### src/rtl/nmi_rr_arbiter_pkg.sv
`default_nettype none
// +--------------------------------------------------------------------+
// | nmi_arb_pkg : shared types and constants for the nmi arbiters      |
// | Rev 1.0                                                            |
// +--------------------------------------------------------------------+
package nmi_arb_pkg;

   localparam int          MAX_MST           = 8;
   localparam logic [31:0] TIMEOUT_RDATA_DEF = 32'hDEAD_BEEF;

   typedef enum logic [0:0] {
      IDLE = 1'b0,
      BUSY = 1'b1
   } arb_state_e;

   // Index width for a master count, never narrower than one bit.
   function automatic int mst_idx_w(input int n);
      return (n > 1) ? $clog2(n) : 1;
   endfunction

endpackage
`default_nettype wire

### src/rtl/nmi_rr_arbiter_if.sv
`default_nettype none
// +--------------------------------------------------------------------+
// | nmi_rr_arbiter_if : per-master request bus plus native memory side |
// | Rev 1.0                                                            |
// +--------------------------------------------------------------------+
interface nmi_rr_arbiter_if #(
   parameter int NUM_MST = 2
);
   logic [NUM_MST-1:0][31:0] m_adr_i;
   logic [NUM_MST-1:0][31:0] m_dat_i;
   logic [NUM_MST-1:0][3:0]  m_sel_i;
   logic [NUM_MST-1:0]       m_we_i;
   logic [NUM_MST-1:0]       m_cyc_i;
   logic [NUM_MST-1:0][31:0] m_rdt_o;
   logic [NUM_MST-1:0]       m_ack_o;
   logic [NUM_MST-1:0]       m_err_o;
   logic                     nmi_valid_o;
   logic [31:0]              nmi_addr_o;
   logic [31:0]              nmi_wdata_o;
   logic [3:0]               nmi_wstrb_o;
   logic [31:0]              nmi_rdata_i;
   logic                     nmi_ready_i;

   modport slave (
      input  m_adr_i, m_dat_i, m_sel_i, m_we_i, m_cyc_i, nmi_rdata_i, nmi_ready_i,
      output m_rdt_o, m_ack_o, m_err_o, nmi_valid_o, nmi_addr_o, nmi_wdata_o, nmi_wstrb_o
   );

   modport master (
      output m_adr_i, m_dat_i, m_sel_i, m_we_i, m_cyc_i, nmi_rdata_i, nmi_ready_i,
      input  m_rdt_o, m_ack_o, m_err_o, nmi_valid_o, nmi_addr_o, nmi_wdata_o, nmi_wstrb_o
   );
endinterface
`default_nettype wire

### src/rtl/nmi_rr_arbiter_rr_pick.sv
`default_nettype none
// +--------------------------------------------------------------------+
// | rr_pick : combinational round-robin selector, search from ptr+1    |
// | Rev 1.0                                                            |
// +--------------------------------------------------------------------+
module rr_pick #(
   parameter int N     = 2,
   parameter int IDX_W = 1
) (
   input  logic [N-1:0]     req_i,
   input  logic [IDX_W-1:0] ptr_i,
   output logic [IDX_W-1:0] gnt_o,
   output logic             vld_o
);
   logic [IDX_W-1:0] cand;

   // Walk from farthest to nearest so the nearest requester after ptr wins.
   always_comb begin
      gnt_o = '0;
      vld_o = 1'b0;
      cand  = '0;
      for (int k = N; k >= 1; k--) begin
         cand = IDX_W'((int'(ptr_i) + k) % N);
         if (req_i[cand]) begin
            gnt_o = cand;
            vld_o = 1'b1;
         end
      end
   end
endmodule
`default_nettype wire

### src/rtl/nmi_rr_arbiter.sv
`default_nettype none
// +--------------------------------------------------------------------+
// | nmi_rr_arbiter : N-master round-robin arbiter onto one nmi port    |
// | Rev 1.0                                                            |
// +--------------------------------------------------------------------+
module nmi_rr_arbiter
   import nmi_arb_pkg::*;
#(
   parameter int          NUM_MST       = 2,
   parameter int          TIMEOUT_CYC   = 0,
   parameter logic [31:0] TIMEOUT_RDATA = TIMEOUT_RDATA_DEF
) (
   input  logic               clk_i,
   input  logic               rst_n_i,
   nmi_rr_arbiter_if.slave    bus
);
   localparam int IDX_W = mst_idx_w(NUM_MST);

   arb_state_e       state_q, state_d;
   logic [IDX_W-1:0] gnt_q, gnt_d;
   logic [IDX_W-1:0] ptr_q, ptr_d;
   logic [IDX_W-1:0] pick_idx;
   logic             pick_vld;
   logic             busy;
   logic             tmo_hit;
   logic             done;

   rr_pick #(
      .N     (NUM_MST),
      .IDX_W (IDX_W)
   ) u_pick (
      .req_i (bus.m_cyc_i),
      .ptr_i (ptr_q),
      .gnt_o (pick_idx),
      .vld_o (pick_vld)
   );

   assign busy = (state_q == BUSY);
   assign done = busy && (bus.nmi_ready_i || tmo_hit);

   generate
      if (TIMEOUT_CYC > 0) begin : g_tmo
         localparam int TMO_W = (TIMEOUT_CYC > 1) ? $clog2(TIMEOUT_CYC) : 1;
         logic [TMO_W-1:0] tmo_q, tmo_d;

         // Ready has priority, so expiry only counts when the slave stays silent.
         assign tmo_hit = busy && !bus.nmi_ready_i && (tmo_q == TMO_W'(TIMEOUT_CYC - 1));

         always_comb begin
            tmo_d = '0;
            if (busy && !done) begin
               tmo_d = tmo_q + 1'b1;
            end
         end

         always_ff @(posedge clk_i or negedge rst_n_i) begin
            if (!rst_n_i) begin
               tmo_q <= '0;
            end else begin
               tmo_q <= tmo_d;
            end
         end
      end else begin : g_no_tmo
         assign tmo_hit = 1'b0;
      end
   endgenerate

   always_comb begin
      state_d = state_q;
      gnt_d   = gnt_q;
      ptr_d   = ptr_q;
      case (state_q)
         IDLE: begin
            if (pick_vld) begin
               gnt_d   = pick_idx;
               state_d = BUSY;
            end
         end
         BUSY: begin
            if (done) begin
               ptr_d   = gnt_q;
               state_d = IDLE;
            end
         end
         default: state_d = IDLE;
      endcase
   end

   always_ff @(posedge clk_i or negedge rst_n_i) begin
      if (!rst_n_i) begin
         state_q <= IDLE;
         gnt_q   <= '0;
         ptr_q   <= IDX_W'(NUM_MST - 1);
      end else begin
         state_q <= state_d;
         gnt_q   <= gnt_d;
         ptr_q   <= ptr_d;
      end
   end

   always_comb begin
      bus.nmi_valid_o = busy;
      bus.nmi_addr_o  = '0;
      bus.nmi_wdata_o = '0;
      bus.nmi_wstrb_o = '0;
      bus.m_ack_o     = '0;
      bus.m_err_o     = '0;
      if (busy) begin
         bus.nmi_addr_o  = bus.m_adr_i[gnt_q];
         bus.nmi_wdata_o = bus.m_dat_i[gnt_q];
         bus.nmi_wstrb_o = bus.m_we_i[gnt_q] ? bus.m_sel_i[gnt_q] : 4'b0000;
      end
      if (done) begin
         bus.m_ack_o[gnt_q] = 1'b1;
         bus.m_err_o[gnt_q] = tmo_hit;
      end
      for (int i = 0; i < NUM_MST; i++) begin
         bus.m_rdt_o[i] = tmo_hit ? TIMEOUT_RDATA : bus.nmi_rdata_i;
      end
   end
endmodule
`default_nettype wire

### src/flat_wrapper.sv
// flat-port wrapper written by rule: the top's interface ports become plain ports
module nmi_rr_arbiter_flat import nmi_arb_pkg::*;
#(
   parameter int          NUM_MST       = 2,
   parameter int          TIMEOUT_CYC   = 0,
   parameter logic [31:0] TIMEOUT_RDATA = TIMEOUT_RDATA_DEF
)
  (clk_i, rst_n_i, bus_m_adr_i, bus_m_dat_i, bus_m_sel_i, bus_m_we_i, bus_m_cyc_i, bus_nmi_rdata_i, bus_nmi_ready_i, bus_m_rdt_o, bus_m_ack_o, bus_m_err_o, bus_nmi_valid_o, bus_nmi_addr_o, bus_nmi_wdata_o, bus_nmi_wstrb_o);
  nmi_rr_arbiter_if #(.NUM_MST(NUM_MST)) bus_i ();
  input  logic clk_i;
  input  logic rst_n_i;
  input wire logic [$bits(bus_i.m_adr_i)-1:0] bus_m_adr_i;
  input wire logic [$bits(bus_i.m_dat_i)-1:0] bus_m_dat_i;
  input wire logic [$bits(bus_i.m_sel_i)-1:0] bus_m_sel_i;
  input wire logic [$bits(bus_i.m_we_i)-1:0] bus_m_we_i;
  input wire logic [$bits(bus_i.m_cyc_i)-1:0] bus_m_cyc_i;
  input wire logic [$bits(bus_i.nmi_rdata_i)-1:0] bus_nmi_rdata_i;
  input wire logic [$bits(bus_i.nmi_ready_i)-1:0] bus_nmi_ready_i;
  output wire logic [$bits(bus_i.m_rdt_o)-1:0] bus_m_rdt_o;
  output wire logic [$bits(bus_i.m_ack_o)-1:0] bus_m_ack_o;
  output wire logic [$bits(bus_i.m_err_o)-1:0] bus_m_err_o;
  output wire logic [$bits(bus_i.nmi_valid_o)-1:0] bus_nmi_valid_o;
  output wire logic [$bits(bus_i.nmi_addr_o)-1:0] bus_nmi_addr_o;
  output wire logic [$bits(bus_i.nmi_wdata_o)-1:0] bus_nmi_wdata_o;
  output wire logic [$bits(bus_i.nmi_wstrb_o)-1:0] bus_nmi_wstrb_o;
  assign bus_i.m_adr_i = bus_m_adr_i;
  assign bus_i.m_dat_i = bus_m_dat_i;
  assign bus_i.m_sel_i = bus_m_sel_i;
  assign bus_i.m_we_i = bus_m_we_i;
  assign bus_i.m_cyc_i = bus_m_cyc_i;
  assign bus_i.nmi_rdata_i = bus_nmi_rdata_i;
  assign bus_i.nmi_ready_i = bus_nmi_ready_i;
  assign bus_m_rdt_o = bus_i.m_rdt_o;
  assign bus_m_ack_o = bus_i.m_ack_o;
  assign bus_m_err_o = bus_i.m_err_o;
  assign bus_nmi_valid_o = bus_i.nmi_valid_o;
  assign bus_nmi_addr_o = bus_i.nmi_addr_o;
  assign bus_nmi_wdata_o = bus_i.nmi_wdata_o;
  assign bus_nmi_wstrb_o = bus_i.nmi_wstrb_o;
  nmi_rr_arbiter #(.NUM_MST(NUM_MST), .TIMEOUT_CYC(TIMEOUT_CYC), .TIMEOUT_RDATA(TIMEOUT_RDATA)) u_core (.clk_i(clk_i), .rst_n_i(rst_n_i), .bus(bus_i));
endmodule
### config.mk
export PLATFORM = sky130hd
export DESIGN_NAME = nmi_rr_arbiter_flat
export DESIGN_NICKNAME = d
export VERILOG_FILES = /design/src/rtl/nmi_rr_arbiter_pkg.sv /design/src/rtl/nmi_rr_arbiter_if.sv /design/src/rtl/nmi_rr_arbiter_rr_pick.sv /design/src/rtl/nmi_rr_arbiter.sv /design/src/flat_wrapper.sv
export SDC_FILE = /design/constraint.sdc
export NUM_CORES = 1
export LEC_CHECK = 0
export CAP_MARGIN = 30
export CORE_AREA = 2 2 122 124
export CTS_BUF_LIST = sky130_fd_sc_hd__clkbuf_4
export DETAILED_ROUTE_END_ITERATION = 10
export DIE_AREA = 0 0 124 126
export HOLD_SLACK_MARGIN = 0.02
export PLACE_DENSITY_LB_ADDON = 0.2
export SLEW_MARGIN = 20
export SYNTH_ARGS = -nofsm -noshare
export SYNTH_HDL_FRONTEND = slang
export SYNTH_HIERARCHICAL = 1
export SYNTH_SLANG_ARGS = --single-unit
### constraint.sdc
create_clock -name clk_i -period 1.48 [get_ports clk_i]
set_clock_uncertainty 0.1 [all_clocks]
set_input_delay 0.148 -clock clk_i [delete_from_list [all_inputs] [get_ports clk_i]]
set_output_delay 0.148 -clock clk_i [all_outputs]
set_load 0.005 [all_outputs]
==> metrics.txt <==
FF-to-FF setup slack=140 ps; Die H=126 microns; Comb power frac=0.923; proportion of netlist area held by the largest area contributor=0.336; clk buf depth=2; setup TNS=-12,430 ps; Routed Antenna Nets=0; reg2reg path depth=3; Slowest-stage cell, CP=dfrtp_4; worst reg2reg startpoint=u_core/bus.nmi_valid_o$_DFF_PN0_; HP Start=bus_nmi_rdata_i[18]; design area=0.00402 sq mm; #FFs+latches synth=3; Post-synth EDFFs=0; FFs w/ async S/R, synth=1.00; First DRT Iteration DRCs=56; Area growth syn-to-layout=111%; Antenna Cells=0; mux contribution to synthesized area=0.342; Simple-Gate Fraction of Synth Area=0.255; Die ar.=0.0156 sq mm; PD cells=1110 mW/mm^2; placer congestion estimate=0.750; most numerous cell in the Yosys netlist=buf_4; commonest cells in the netlist=buf_4, nor2b_1, mux2i_1; CP dominant cell by count=buf_6; CP Launch Type=flop; max-slew violations=0; total CTS buffers=3; CP max FO=7; Final min period=1760 ps; top_reg_cell synth=dfrtp_1; Clock Power Share=0.036; Flop pwr share=0.040; Avg Cell Area, Syn=8.05 sq um; Max VDD drop=462 uV; capturing point of the worst reg2reg path=u_core/gnt_q$_DFFE_PN0P_; Ports=312; CTS tree=yes; failing checks=setup timing; Post-DP Area=0.00376 sq mm; Critical Path AT=1510 ps; hpwl dp=6160 microns; CTS H-tree depth=1; Worst-path clk slew=40 ps; clock latency on the worst-skew pair=230 ps; final net count=593; Sink Count=3; total number of vias=2,172; post-synthesis cell area=0.00191 sq mm; vias per cell=3.61; Core Region=0.0143 sq mm; first-pass GRT wire length=10,400 microns; Site Rows=44; DRC errors left=0; # setup viols final=69; post-synth cell types=22; combinational family with the most area after synthesis=multiplexers; Root Buffer=clkbuf_4; DRT Pass-1 Iters=3; fin util=0.281; Worst Path Required=1230 ps; GR Overflow Total=0; vias in the first global route=2,037; fraction of layout cells with a size suffix above 1=0.317; critical path's largest stage delay=500 ps; Post-Syn Instances=237; NetSw=1.63 mW; Tightest Hold Check Type=primary input to output port; largest cells by area after synthesis=mux2i_1, buf_4, nor2b_1, buf_8, dfrtp_1; hold depth=0; P_int=2.83 mW; Hold Slack=196 ps; critical path cell sequence=buf_6 -> buf_12 -> buf_6 -> mux2i_2 -> nor2b_1 -> buf_2; Net Sw Frac=0.365; WS Path Type=flop to output port; leading area contributor after synthesis=mux2i_1; setup ws final=-280 ps; largest net degree at the start of global routing=27; max-cap violations=0; final hold vios=0; register area share after synthesis=0.0400; Synth Area in Compound Gates=0.0197; antenna violations before repair=0; Post-Route WL=8630 microns; Post-Synth XOR/XNOR Area=0; wire per inst=14.4 microns; Initial Utilization=0.133; Hold Path Sink=bus_m_rdt_o[18]; status=finished with violations; Leak=1.83 nW; gr usage total=0.0842; die width=124 microns; Adder-Cell Fraction of Synth Area=0; port bufs=213; unrepaired setup endpoints after global routing=true; Fmax achieved=0.568 GHz; period utilisation layout=1.19; Ys Warns=6; CP Capture Type=output port
## flip-flops by register name, indices dropped and copies added, names as in the netlist
| name | cells |
|---|---|
| u_core/ptr_q | 1 |
| u_core/gnt_q | 1 |
| u_core/bus.nmi_valid_o | 1 |
## placed cells by master, fill, tap and decap left out, drive strengths merged
master | netlist | layout
clkdlybuf4s50 | 0 | 142
buf | 75 | 100
nor2b | 65 | 65
mux2i | 64 | 64
clkbuf | 7 | 16
nand2 | 5 | 5
nand4 | 4 | 4
o21ai | 3 | 3
a21o | 2 | 2
conb | 1 | 2
dfrtp | 2 | 2
dlygate4sd3 | 0 | 1
dlymetal6s2s | 0 | 1
clkdlybuf4s15 | 0 | 1
nand4b | 1 | 1
nand2b | 1 | 1
nor2 | 1 | 1
and3 | 1 | 1
inv | 1 | 1
mux2 | 1 | 1
dfstp | 1 | 1
or2 | 1 | 1
a21boi | 1 | 1
## what timing repair did
item                       4_1_cts  5_1_grt
setup buffers                    4       21
cloned                           1        6
pin swaps                        0        3
hold buffers                     1        0
hold endpoints to repair         2        0
setup endpoints to repair       71       70
resized for setup              176      117
## logic make-up (layout without fill, tap and decap cells)
logic type,count (synthesis),after routing
muxes,65,65
AOI/OAI and AO/OA,6,6
DFF,3,3
buffers and inverters,83,262
other,1,2
and+or+nand+nor,79,79
## power by group through the flow
| stage | Clock [mW] | Sequential (mW) | Combinational, mW |
|---|---|---|---|
| floorplan | 0 | 0.145 | 1.93 |
| global placement | 0 | 0.198 | 3.37 |
| detailed placement | 0 | 0.204 | 3.37 |
| CTS | 0.166 | 0.199 | 3.17 |
| global route | 0.180 | 0.185 | 4.45 |
| finish | 0.162 | 0.180 | 4.12 |
## stage by stage
step | setup WS [ps] | cells | power [mW]
after CTS | -514 | 574 | 3.54
after floorplan | 332 | 238 | 2.08
final | -280 | 601 | 4.46
after global routing | -333 | 601 | 4.82
after detailed placement | -317 | 564 | 3.57
after global placement | -286 | 564 | 3.57
## critical path, delay by kind of cell (launching register included)
family / cells / cell delay [ps]
flip-flops: 1 / 500
AND/OR/NAND/NOR: 1 / 70
buffers and inverters: 4 / 530
multiplexers: 1 / 190
## final cells by class
| cell class | count | area, sq um |
|---|---|---|
| fillers | 1585 | 10300 |
| multi-input cells | 152 | 1250 |
| clock buffers | 4 | 30.0 |
| flip-flops and latches | 3 | 81.3 |
| repair buffers | 257 | 2420 |
| well taps | 184 | 230 |
| inverters | 1 | 3.75 |
## how the worst max path moves through the flow
| stage | cells after the start | from | end |
|---|---|---|---|
| finish | 6 | u_core/gnt_q$_DFFE_PN0P_ | bus_nmi_wdata_o[21] |
| global route | 6 | u_core/gnt_q$_DFFE_PN0P_ | bus_nmi_wdata_o[21] |
| CTS | 4 | u_core/gnt_q$_DFFE_PN0P_ | bus_nmi_addr_o[18] |
| detailed placement | 4 | u_core/gnt_q$_DFFE_PN0P_ | bus_nmi_wdata_o[21] |
| global placement | 4 | u_core/gnt_q$_DFFE_PN0P_ | bus_nmi_wdata_o[22] |
| floorplan | 3 | u_core/bus.nmi_valid_o$_DFF_PN0_ | bus_nmi_addr_o[10] |
## routing by layer
metal,GRT usage,vias up,share of wire
li1,-,1072,-
met1,0.0760,966,0.34
met2,0.182,109,0.56
met3,0.0177,25,0.093
met4,0.0192,0,0.012
met5,0,-,0
Note: power is estimated with default switching activity, not from simulation.
==> RTL edit 1: new RTL, same flow settings <==
`NUM_MST` is set to 2 in 3 places; all go to 1.
--- a/src/rtl/nmi_rr_arbiter_if.sv
+++ b/src/rtl/nmi_rr_arbiter_if.sv
@@ -6,3 +6,3 @@
 interface nmi_rr_arbiter_if #(
-   parameter int NUM_MST = 2
+   parameter int NUM_MST = 1
 );
--- a/src/rtl/nmi_rr_arbiter.sv
+++ b/src/rtl/nmi_rr_arbiter.sv
@@ -8,3 +8,3 @@
 #(
-   parameter int          NUM_MST       = 2,
+   parameter int          NUM_MST       = 1,
    parameter int          TIMEOUT_CYC   = 0,
--- a/src/flat_wrapper.sv
+++ b/src/flat_wrapper.sv
@@ -3,3 +3,3 @@
 #(
-   parameter int          NUM_MST       = 2,
+   parameter int          NUM_MST       = 1,
    parameter int          TIMEOUT_CYC   = 0,
Ports: changed (8 resized); port bits go from 312 to 208. No check against the original RTL was run, so the function may have changed too.
==> RTL edit 1 against the unedited design <==
  * The flow still finishes with violations (negative setup slack)
  * Design area decreased by 30%
  * Power decreased by 64%
  * Combinational power decreased by 66%
  * Worst hold slack unchanged
  * Global-route usage decreased by 2.2 points
  * Worst setup slack improved by 190 ps
  * Count of clock-buffer cells in the layout unchanged
  * Area after synthesis decreased by 57%
  * Sequential cell count decreased by 1
  * Routed wire length decreased by 39%
  * First-iteration DRC count decreased by 86%
  * Synthesized cell count decreased by 50%
  * Via count decreased by 44%
  * Largest cell class unchanged
  * Largest power group unchanged
==> RTL edit 1: results <==
metrics = {
    "outcome": {
        "outcome": "complete, but fails checks",
        "failed_checks": "negative setup slack",
    },
    "global_route": {
        "grt_pass1_wl_um": 6970,
        "grt_pass1_vias": 1139,
        "grt_max_degree": 8,
        "track_usage_pct": 6.21,
    },
    "place": {
        "gp_congestion": 0.684,
        "io_buffers": 142,
        "hpwl_um": 3340,
    },
    "final_layout": {
        "nMultiInputCombCells": 75,
        "n_all_inverters": 0,
        "design.seq.count": 2,
        "n_fill_cell": 1596,
        "buffer_area_share_pct": 66.2,
        "fin_nets": 354,
        "diodes": 1,
        "multi_input_area_um2": 629,
        "clkCellAreaFrac_pct": 1.07,
        "buffers": 167,
    },
    "timing": {
        "layout_setup_ws_ps": -86.9,
        "final.setup.tns_ps": -2240,
        "setup_violations": 30,
    },
    "route": {
        "first_pass_iters": 2,
        "drt_iter0_markers": 8,
        "viasPerCell": 2.80,
    },
    "pwr": {
        "leakagePower_nw": 1.25,
    },
    "setup_path": {
        "critPathSlowestCell": "dfrtp_2",
        "worstPathArrival_ps": 1320,
        "endpoint": "bus_nmi_addr_o[13]",
        "worstSetupStartpoint": "u_core/bus.nmi_valid_o$_DFF_PN0_",
        "rrSetupSlack_ps": 30,
        "max_stage_delay_ps": 410,
    },
    "min_path": {
        "hp-start": "bus_nmi_rdata_i[17]",
        "min_to": "bus_m_rdt_o[17]",
    },
}
-- RTL edit 1: what timing repair did --
| action | 4_1_cts | 5_1_grt |
|---|---|---|
| endpoints found under the hold margin | 2 | 0 |
| gates resized for setup | 350 | 58 |
| buffers inserted | 14 | 1 |
| cloned | 8 | 0 |
| hold buffers | 1 | 0 |
| setup endpoints to repair | 70 | 71 |
| pin swaps | 1 | 0 |
-- RTL edit 1: metrics by stage --
step	instances	area (µm²)
floorplan	119	820
global placement	406	2220
detailed placement	406	2220
CTS	433	2570
global route	432	2790
finish	433	2800
-- RTL edit 1: power by group --
part           switching [mW]  internal, mW
sequential            0.00964        0.0671
combinational           0.406         0.985
clock                  0.0409         0.119
-- RTL edit 1: metal layers --
metal	track usage [%]	vias to the layer above	share of wire [%]
met2	11.9	71	55
met1	6.59	554	36
met4	1.32	0	0.55
met3	1.86	4	8.7
met5	0	-	0
li1	-	583	-
==> RTL edit 2: new RTL, same settings <==
Made on the original files. Reset style: synchronous (`rst_n_i`), changed in 2 clocked blocks.
--- a/src/rtl/nmi_rr_arbiter.sv
+++ b/src/rtl/nmi_rr_arbiter.sv
@@ -55,3 +55,3 @@
 
-         always_ff @(posedge clk_i or negedge rst_n_i) begin
+         always_ff @(posedge clk_i) begin
             if (!rst_n_i) begin
@@ -88,3 +88,3 @@
 
-   always_ff @(posedge clk_i or negedge rst_n_i) begin
+   always_ff @(posedge clk_i) begin
       if (!rst_n_i) begin
Check against the original RTL: differs if rst_n_i is asserted again (counterexample within 4 cycles, from zero or initial values and one cycle with rst_n_i low); with rst_n_i held inactive, the same outputs for 10 cycles.
==> RTL edit 2 against the unedited design <==
  * Critical path depth did not move
  * Design area fell by 1.4%
  * Largest cell class unchanged
  * Worst setup slack improved by 160 ps
  * Area after synthesis fell by 0.39%
  * Sequential cell count did not move
  * Routed wire length fell by 4.1%
  * The run still ends with negative setup slack left
  * Critical endpoint is now bus_nmi_addr_o[25]
Power is left out: it rests on default switching activity, and per cell area and clock period it moved more than threefold.
==> RTL edit 2: results <==
metrics = {
    "global_route": {
        "grt_pass1_vias": 2336,
        "track_usage_pct": 9.92,
        "grt_pass1_wl_um": 12000,
        "grt_max_degree": 26,
    },
    "clock_tree": {
        "root_buffer": "clkbuf_4",
    },
    "route": {
        "viasPerCell": 3.65,
        "dr_wl_met2_um": 4520,
        "met3WireLength_um": 997,
        "wl_met1_um": 2630,
        "drt_iter0_markers": 22,
        "wire_per_inst_um": 13.9,
        "routed-via-count": 2177,
    },
    "final_layout": {
        "layout-drive-gt1-share_pct": 29.8,
        "fin_nets": 589,
        "n_fill_cell": 1590,
    },
    "outcome": {
        "failed_checks": "negative setup slack",
        "outcome": "complete, but fails checks",
    },
    "synth": {
        "synthMuxAreaShare_pct": 34.3,
        "post_synth_num_cell_types": 23,
        "synthTopCellsByCount": "71 x buf_4, 65 x mux2i_1, 65 x nor2b_1",
        "synth_area_leaders": "mux2i_1 34%, buf_4 28%, nor2b_1 21%",
        "synth_top_flop_cell": "dfxtp_1",
    },
    "place": {
        "hpwl_um": 6140,
        "post-place-ws_ps": -178,
        "gp_congestion": 0.706,
        "placed_cell_area_mm2": 0.00378,
        "dp_cells": 568,
    },
    "setup_path": {
        "reg2regPathDepth": 5,
        "path_max_fanout": 6,
    },
    "timing": {
        "layout_setup_ws_ps": -124,
        "setup_violations": 62,
    },
}
RTL edit 2: through the flow:
stage | utilization (%) | TNS (ps)
2_1_floorplan | - | 0
3_3_place_gp | 26.4 | -7900
3_5_place_dp | 26.4 | -7950
4_1_cts | 27.8 | -4990
5_1_grt | 27.7 | -10010
6_report | 27.7 | -3410
RTL edit 2: worst max-delay path, stage by stage (launching register included):
cell     delay [ps]
dfxtp_4         390
buf_8           140
buf_8           120
buf_6           110
mux2i_1         170
nor2b_1          60
buf_2           130
RTL edit 2: final cells by class:
cell class,instances,area [µm²],area share (%)
well taps,184,230,5.81
repair buffers,249,2370,59.9
clock buffers,4,30.0,0.757
inverters,1,3.75,0.0947
multi-input cells,156,1260,31.8
flip-flops and latches,3,67.6,1.70
RTL edit 2: timing repair:
action,4_1_cts,5_1_grt
buffers inserted,19,1
gates cloned,8,0
endpoints found under the setup margin,71,72
pin swaps,3,2
hold buffers,0,0
gates resized for setup,310,7
hold endpoints to repair,0,0
RTL edit 2: final timing paths:
kind,startpoint,endpoint,slack (ps)
max,u_core/gnt_q$_SDFFE_PN0P_,bus_nmi_addr_o[25],-120
min,bus_nmi_rdata_i[15],bus_m_rdt_o[15],200
max reg2reg,u_core/gnt_q$_SDFFE_PN0P_,u_core/ptr_q$_SDFFE_PN1P_,90
min reg2reg,u_core/ptr_q$_SDFFE_PN1P_,u_core/ptr_q$_SDFFE_PN1P_,380
RTL edit 2: logic make-up after synthesis:
family                 Yosys count
AOI/OAI and AO/OA                7
and+or+nand+nor                 82
DFF                              3
buffers and inverters           82
other                            1
muxes                           65
RTL edit 2: layer usage:
metal / global-route usage (%) / vias up
met5: 0 / -
met4: 2.38 / 0
met3: 3.13 / 21
met2: 20.3 / 131
met1: 9.21 / 955
li1: - / 1070
